$ cat config.mk
export PLATFORM = sky130hd
export DESIGN_NAME = input_slice_sequencer_flat
export DESIGN_NICKNAME = d
export VERILOG_FILES = /design/src/rtl/input_slice_sequencer_if.sv /design/src/rtl/input_slice_sequencer.sv /design/src/flat_wrapper.sv
export SDC_FILE = /design/constraint.sdc
export NUM_CORES = 1
export LEC_CHECK = 0
export ABC_AREA = 1
export CAP_MARGIN = 20
export CORE_UTILIZATION = 35
export CTS_CLUSTER_DIAMETER = 30
export DETAILED_ROUTE_END_ITERATION = 8
export GPL_TIMING_DRIVEN = 0
export HOLD_SLACK_MARGIN = 0.02
export PLACE_DENSITY_LB_ADDON = 0.08
export SLEW_MARGIN = 20
export SYNTH_ARGS = -nofsm -noshare
export SYNTH_HDL_FRONTEND = slang
export SYNTH_SLANG_ARGS = --single-unit
$ cat constraint.sdc
create_clock -name clk -period 1.6 [get_ports clk]
set_clock_uncertainty 0.05 [all_clocks]
set_input_delay 0.32 -clock clk [delete_from_list [all_inputs] [get_ports clk]]
set_output_delay 0.32 -clock clk [all_outputs]
set_load 0.02 [all_outputs]
$ cat src/rtl/input_slice_sequencer_if.sv
// Bundle of the command, SRAM-read and slice-output signals of the input slice sequencer.
// The slave modport is the sequencer; the master modport is the controller/SRAM/consumer side.
interface input_slice_sequencer_if #(
  parameter int ADDR_W = 10
) ();
  logic              start;
  logic [ADDR_W-1:0] base_addr;
  logic [ADDR_W-1:0] num_words;
  logic [1:0]        weight_bitwidth;
  logic              buf_rd_en;
  logic [ADDR_W-1:0] buf_rd_addr;
  logic [31:0]       buf_rd_data;
  logic [31:0]       buffer;
  logic [1:0]        state;
  logic [1:0]        weight_bitwidth_q;
  logic              out_valid;
  logic              out_ready;
  logic              busy;
  logic              done;

  modport master (
    output start, base_addr, num_words, weight_bitwidth, buf_rd_data, out_ready,
    input  buf_rd_en, buf_rd_addr, buffer, state, weight_bitwidth_q, out_valid, busy, done
  );

  modport slave (
    input  start, base_addr, num_words, weight_bitwidth, buf_rd_data, out_ready,
    output buf_rd_en, buf_rd_addr, buffer, state, weight_bitwidth_q, out_valid, busy, done
  );
endinterface

$ cat src/rtl/input_slice_sequencer.sv
// Fetches words from the input buffer SRAM and presents every bit-slice of each word,
// one (word, slice) pair per valid/ready handshake, to the bit-slice MUX register.
module input_slice_sequencer #(
  parameter int ADDR_W = 10
) (
  input logic                    clk,
  input logic                    reset,
  input_slice_sequencer_if.slave sif
);

  typedef enum logic [2:0] {
    S_IDLE,
    S_FETCH,
    S_WAIT,
    S_EMIT,
    S_DONE
  } fsm_e;

  fsm_e              fsm_q, fsm_d;
  logic [ADDR_W-1:0] addr_q, addr_d;
  logic [ADDR_W-1:0] remaining_q, remaining_d;
  logic [31:0]       buffer_q, buffer_d;
  logic [1:0]        slice_q, slice_d;
  logic [1:0]        wbw_q, wbw_d;
  logic              last_slice;

  // 8-bit weights use one slice per word, 4-bit two, 2-bit (10 or 11) four.
  always_comb begin
    unique case (wbw_q)
      2'b00:   last_slice = (slice_q == 2'd0);
      2'b01:   last_slice = (slice_q == 2'd1);
      default: last_slice = (slice_q == 2'd3);
    endcase
  end

  // NOTE: every next-state signal takes its held value first, so no path through
  // the case below can leave one unassigned and infer a latch.
  always_comb begin
    fsm_d       = fsm_q;
    addr_d      = addr_q;
    remaining_d = remaining_q;
    buffer_d    = buffer_q;
    slice_d     = slice_q;
    wbw_d       = wbw_q;

    unique case (fsm_q)
      S_IDLE: begin
        if (sif.start) begin
          addr_d      = sif.base_addr;
          remaining_d = sif.num_words;
          wbw_d       = sif.weight_bitwidth;
          fsm_d       = (sif.num_words == '0) ? S_DONE : S_FETCH;
        end
      end
      S_FETCH: fsm_d = S_WAIT;
      S_WAIT: begin
        buffer_d = sif.buf_rd_data;
        slice_d  = 2'd0;
        fsm_d    = S_EMIT;
      end
      S_EMIT: begin
        if (sif.out_ready) begin
          if (!last_slice) begin
            slice_d = slice_q + 2'd1;
          end else if (remaining_q > ADDR_W'(1)) begin
            remaining_d = remaining_q - ADDR_W'(1);
            addr_d      = addr_q + ADDR_W'(1);
            fsm_d       = S_FETCH;
          end else begin
            fsm_d = S_DONE;
          end
        end
      end
      S_DONE:  fsm_d = S_IDLE;
      default: fsm_d = S_IDLE;
    endcase
  end

  // NOTE: state registers use non-blocking assignments so every flop samples the
  // pre-edge values of its neighbours, matching the hardware.
  always_ff @(posedge clk) begin
    if (reset) begin
      fsm_q       <= S_IDLE;
      addr_q      <= '0;
      remaining_q <= '0;
      buffer_q    <= '0;
      slice_q     <= '0;
      wbw_q       <= '0;
    end else begin
      fsm_q       <= fsm_d;
      addr_q      <= addr_d;
      remaining_q <= remaining_d;
      buffer_q    <= buffer_d;
      slice_q     <= slice_d;
      wbw_q       <= wbw_d;
    end
  end

  // Outputs come straight from registers or the state decode; out_ready and start
  // never reach an output combinationally.
  assign sif.buf_rd_en         = (fsm_q == S_FETCH);
  assign sif.buf_rd_addr       = addr_q;
  assign sif.buffer            = buffer_q;
  assign sif.state             = slice_q;
  assign sif.weight_bitwidth_q = wbw_q;
  assign sif.out_valid         = (fsm_q == S_EMIT);
  assign sif.busy              = (fsm_q != S_IDLE);
  assign sif.done              = (fsm_q == S_DONE);

endmodule

$ cat src/flat_wrapper.sv
// flat-port wrapper written by rule: the top's interface ports become plain ports
module input_slice_sequencer_flat 
#(
  parameter int ADDR_W = 10
)
  (clk, reset, sif_start, sif_base_addr, sif_num_words, sif_weight_bitwidth, sif_buf_rd_data, sif_out_ready, sif_buf_rd_en, sif_buf_rd_addr, sif_buffer, sif_state, sif_weight_bitwidth_q, sif_out_valid, sif_busy, sif_done);
  input_slice_sequencer_if #(.ADDR_W(ADDR_W)) sif_i ();
  input logic clk;
  input logic reset;
  input wire logic [$bits(sif_i.start)-1:0] sif_start;
  input wire logic [$bits(sif_i.base_addr)-1:0] sif_base_addr;
  input wire logic [$bits(sif_i.num_words)-1:0] sif_num_words;
  input wire logic [$bits(sif_i.weight_bitwidth)-1:0] sif_weight_bitwidth;
  input wire logic [$bits(sif_i.buf_rd_data)-1:0] sif_buf_rd_data;
  input wire logic [$bits(sif_i.out_ready)-1:0] sif_out_ready;
  output wire logic [$bits(sif_i.buf_rd_en)-1:0] sif_buf_rd_en;
  output wire logic [$bits(sif_i.buf_rd_addr)-1:0] sif_buf_rd_addr;
  output wire logic [$bits(sif_i.buffer)-1:0] sif_buffer;
  output wire logic [$bits(sif_i.state)-1:0] sif_state;
  output wire logic [$bits(sif_i.weight_bitwidth_q)-1:0] sif_weight_bitwidth_q;
  output wire logic [$bits(sif_i.out_valid)-1:0] sif_out_valid;
  output wire logic [$bits(sif_i.busy)-1:0] sif_busy;
  output wire logic [$bits(sif_i.done)-1:0] sif_done;
  assign sif_i.start = sif_start;
  assign sif_i.base_addr = sif_base_addr;
  assign sif_i.num_words = sif_num_words;
  assign sif_i.weight_bitwidth = sif_weight_bitwidth;
  assign sif_i.buf_rd_data = sif_buf_rd_data;
  assign sif_i.out_ready = sif_out_ready;
  assign sif_buf_rd_en = sif_i.buf_rd_en;
  assign sif_buf_rd_addr = sif_i.buf_rd_addr;
  assign sif_buffer = sif_i.buffer;
  assign sif_state = sif_i.state;
  assign sif_weight_bitwidth_q = sif_i.weight_bitwidth_q;
  assign sif_out_valid = sif_i.out_valid;
  assign sif_busy = sif_i.busy;
  assign sif_done = sif_i.done;
  input_slice_sequencer #(.ADDR_W(ADDR_W)) u_core (.clk(clk), .reset(reset), .sif(sif_i));
endmodule
==> flow_metrics.tcl <==
set metrics [dict create \
    floorplan_die_height_um 94.4 \
    cts_sinks 59 \
    clk_pin_slew_ns 0.06 \
    finalHoldViolCount 0 \
    detail_route.vias_per_cell 4.92 \
    gp_congestion 0.863 \
    share_comb_of_total_power 0.529 \
    initial_core_util 0.362 \
    worst_setup_path_end_kind "primary output" \
    top_post_synthesis_cells_by_area "dfxtp_1 40%, nand2_1 15%, nand3_1 9.2%, a21oi_1 7.0%, nor2_1 7.0%" \
    final_antenna_net_count 0 \
    holdCritPathClass "input port to flop" \
    fin_crit_sh 1.06 \
    area_growth_syn_to_layout_pct 58.0 \
    path_class "flop to primary output" \
    core_area_um2 8260 \
    holdBufCountCts 0 \
    power.ir.vdd_worst_uv 791 \
    ctsLongestPathBuffers 2 \
    root_buffer "clkbuf_8" \
    timing.setup.tns_ns -1.08 \
    power.sequential.fraction 0.269 \
    maxCapViolCount 0 \
    synth-seq-area-share 0.395 \
    fin_nets 650 \
    worst-endpoint-required_ns 1.23 \
    ys_seq_elements 59 \
    stdcell_area_um2 4720 \
    power.density_cell_area_nw_per_um2 1770 \
    drt_iter0_markers 116 \
    cell_internal_pwr_mw 4.88 \
    timing.final.setup_violations 21 \
    clk_latency_ns 0.35 \
    routed_wire_length_per_instance_um 13.3 \
    antenna-diode-count 0 \
    synth.net_count 510 \
    final_critical_path_setup_slack_ns -0.0951 \
    initial_antenna_violation_count 0 \
    synth_largest_area_cell "dfxtp_1" \
    clock_tree_from_tritoncts "done" \
    dpl-instance-area_um2 4180 \
    cts.htree.levels 3 \
    p_clk_frac 0.201 \
    cts_inserted_buffers 9 \
    max_clk_rate_mhz 590 \
    global_route.overflow_total 0 \
    grt_first_pass_wirelength_um 15100 \
    outcome "finished with violations" \
    drt_drc_violations_left 0 \
    final_layout_size_suffix_gt1_frac 0.177 \
    row_count 33 \
    numPortBuffers 106 \
    via_count 3434 \
    dp_hpwl_um 6250 \
    drv_slew 0 \
    post-route-util 0.572 \
    num_io_pins 108 \
    swShare 0.418 \
    max_slew.worst_pin.slew_ns 0.612 \
    leakage_nw 2.17 \
    router_iterations_before_antenna_repair 8 \
    grt_pass1_vias 3263 \
    post_synth.cell_area_avg_um2 6.67 \
    maximum_number_of_pins_on_one_net_before_global_route_repair 11 \
    p_switching_mw 3.50 \
    syn_warnings 0 \
    gr-usage-all-layers 0.220 \
    failed_checks "negative setup slack" \
    die_x_um 94.4 \
    layout_min_cycle_time_ns 1.70 \
    arrival_ns 1.33 \
    power.total_mw 8.38 \
    post_synth_num_cell_types 29 \
    finalWirelength_um 9320 \
    timing.max_slew.rel_slack 0.592 \
    worstPathMaxFanout 6 \
    synth_area_um2 2990 \
    synth_top_area_share 0.395 \
    timing.critical_path.from_type "flop" \
    die-area_um2 8910 \
    grt_setup_unrepaired "true" \
    hold_ws_ns 0.289 \
    filler_cell_count 808 \
    netlist_instances 448 \
]
## cells in the final DEF, fill, tap and decap left out, types with 2 or more instances in the layout
master | netlist | routed
ha_1 | 4 | 2
clkbuf_1 | 12 | 11
nand2_2 | 1 | 5
nor3_2 | 0 | 2
clkbuf_2 | 0 | 3
buf_8 | 0 | 2
inv_2 | 3 | 2
nand4_1 | 7 | 7
inv_4 | 0 | 4
o21ai_2 | 0 | 11
o21ai_0 | 27 | 17
clkdlybuf4s50_1 | 0 | 55
dfxtp_4 | 0 | 3
bufinv_16 | 0 | 3
clkinv_2 | 0 | 2
dfxtp_2 | 0 | 4
xnor2_1 | 2 | 2
nand2_1 | 119 | 115
clkbuf_8 | 0 | 10
dlygate4sd2_1 | 0 | 45
buf_4 | 4 | 19
o21bai_1 | 4 | 4
buf_6 | 3 | 10
nor2_1 | 56 | 51
buf_2 | 3 | 5
nand2_4 | 2 | 2
a21oi_2 | 0 | 3
or2_2 | 4 | 4
inv_1 | 28 | 26
a21oi_1 | 42 | 39
nand3_1 | 55 | 54
o21ai_1 | 3 | 2
dfxtp_1 | 59 | 52
nor2_2 | 0 | 5
## per-stage QoR
stage          instances  setup slack [ns]
2_1_floorplan        448            0.0171
5_1_grt              698            -0.177
3_3_place_gp         659            -0.536
6_report             698           -0.0951
4_1_cts              691            -0.165
3_5_place_dp         659            -0.570
## per-layer routing
layer / vias up / share of wire / GRT usage
met5: - / 0 / 0
met1: 1562 / 0.44 / 0.254
met3: 14 / 0.070 / 0.0797
met2: 115 / 0.47 / 0.374
li1: 1743 / - / -
met4: 0 / 0.016 / 0.0731
## cell families (layout without fill, tap and decap cells)
| group | count (synthesis) | after routing | share of synthesized area |
|---|---|---|---|
| XOR/XNOR | 3 | 3 | 0.00880 |
| flip-flops | 59 | 59 | 0.395 |
| buffers and inverters | 55 | 200 | 0.0829 |
| AND/OR/NAND/NOR | 249 | 249 | 0.361 |
| adder cells (fa/ha/maj) | 4 | 4 | 0.0168 |
| AO/OA/AOI/OAI | 78 | 78 | 0.135 |
## worst paths after layout
| check | startpoint | to | slack, ns | depth (start not counted) |
|---|---|---|---|---|
| worst min-delay path | sif_start | u_core.sif.weight_bitwidth_q[1] | 0.29 | 3 |
| worst max register to register | u_core.remaining_q[0] | u_core.sif.buf_rd_addr[5] | -0.07 | 12 |
| worst min register to register | u_core.sif.buffer[29] | u_core.sif.buffer[29] | 0.41 | 2 |
| worst max-delay path | u_core.fsm_q[1] | sif_out_valid | -0.1 | 7 |
## worst max-delay path: stages, from the launching register on
cell	delay (ns)
dfxtp_4	0.39
inv_4	0.05
nor2_8	0.09
nand2_4	0.08
inv_4	0.07
buf_6	0.10
buf_8	0.11
buf_6	0.11
## power by group through the flow
stage	Clock [mW]	Combinational [mW]	Sequential, mW
2_1_floorplan	0	2.08	2.48
5_1_grt	1.78	4.88	2.31
3_5_place_dp	0	3.66	2.22
4_1_cts	1.72	4.29	2.24
6_report	1.69	4.44	2.26
3_3_place_gp	0	3.62	2.21
## synth_stat cells
cell      number
inv_2          3
xnor2_1        2
nor2_4         1
o21bai_1       4
o21ai_0       27
a211oi_1       1
buf_1          1
buf_6          3
a31oi_1        1
clkinv_1       1
ha_1           4
nand2_4        2
o21ai_1        3
buf_2          3
nor2_8         1
buf_4          4
nand3b_1       1
xor2_1         1
or2_2          4
nor2_1        56
nor3_1         2
dfxtp_1       59
inv_1         28
nand2_1      119
nand2_2        1
nand4_1        7
clkbuf_1      12
nand3_1       55
a21oi_1       42
## registers in the layout, summed over array words and instances (netlist names)
name                          flops
u_core.sif.state                  2
u_core.fsm_q                      3
u_core.remaining_q               10
u_core.sif.weight_bitwidth_q      2
u_core.sif.buffer                32
u_core.sif.buf_rd_addr           10
## repair_timing
item	CTS	global route
setup buffers	13	7
cloned	3	0
setup endpoints to repair	101	37
pin swaps	24	18
gates resized for setup	125	18
## area by class of cell
class | count | area, um2 | area share
multi-input cells | 334 | 1660 | 0.352
repair buffers | 129 | 1210 | 0.256
flip-flops and latches | 59 | 1200 | 0.254
plain buffers | 23 | 150 | 0.0318
clock buffers | 11 | 141 | 0.0299
well taps | 105 | 131 | 0.0278
inverters | 32 | 130 | 0.0276
clock inverters | 5 | 100 | 0.0212
Note: power is estimated with default switching activity, not from simulation.
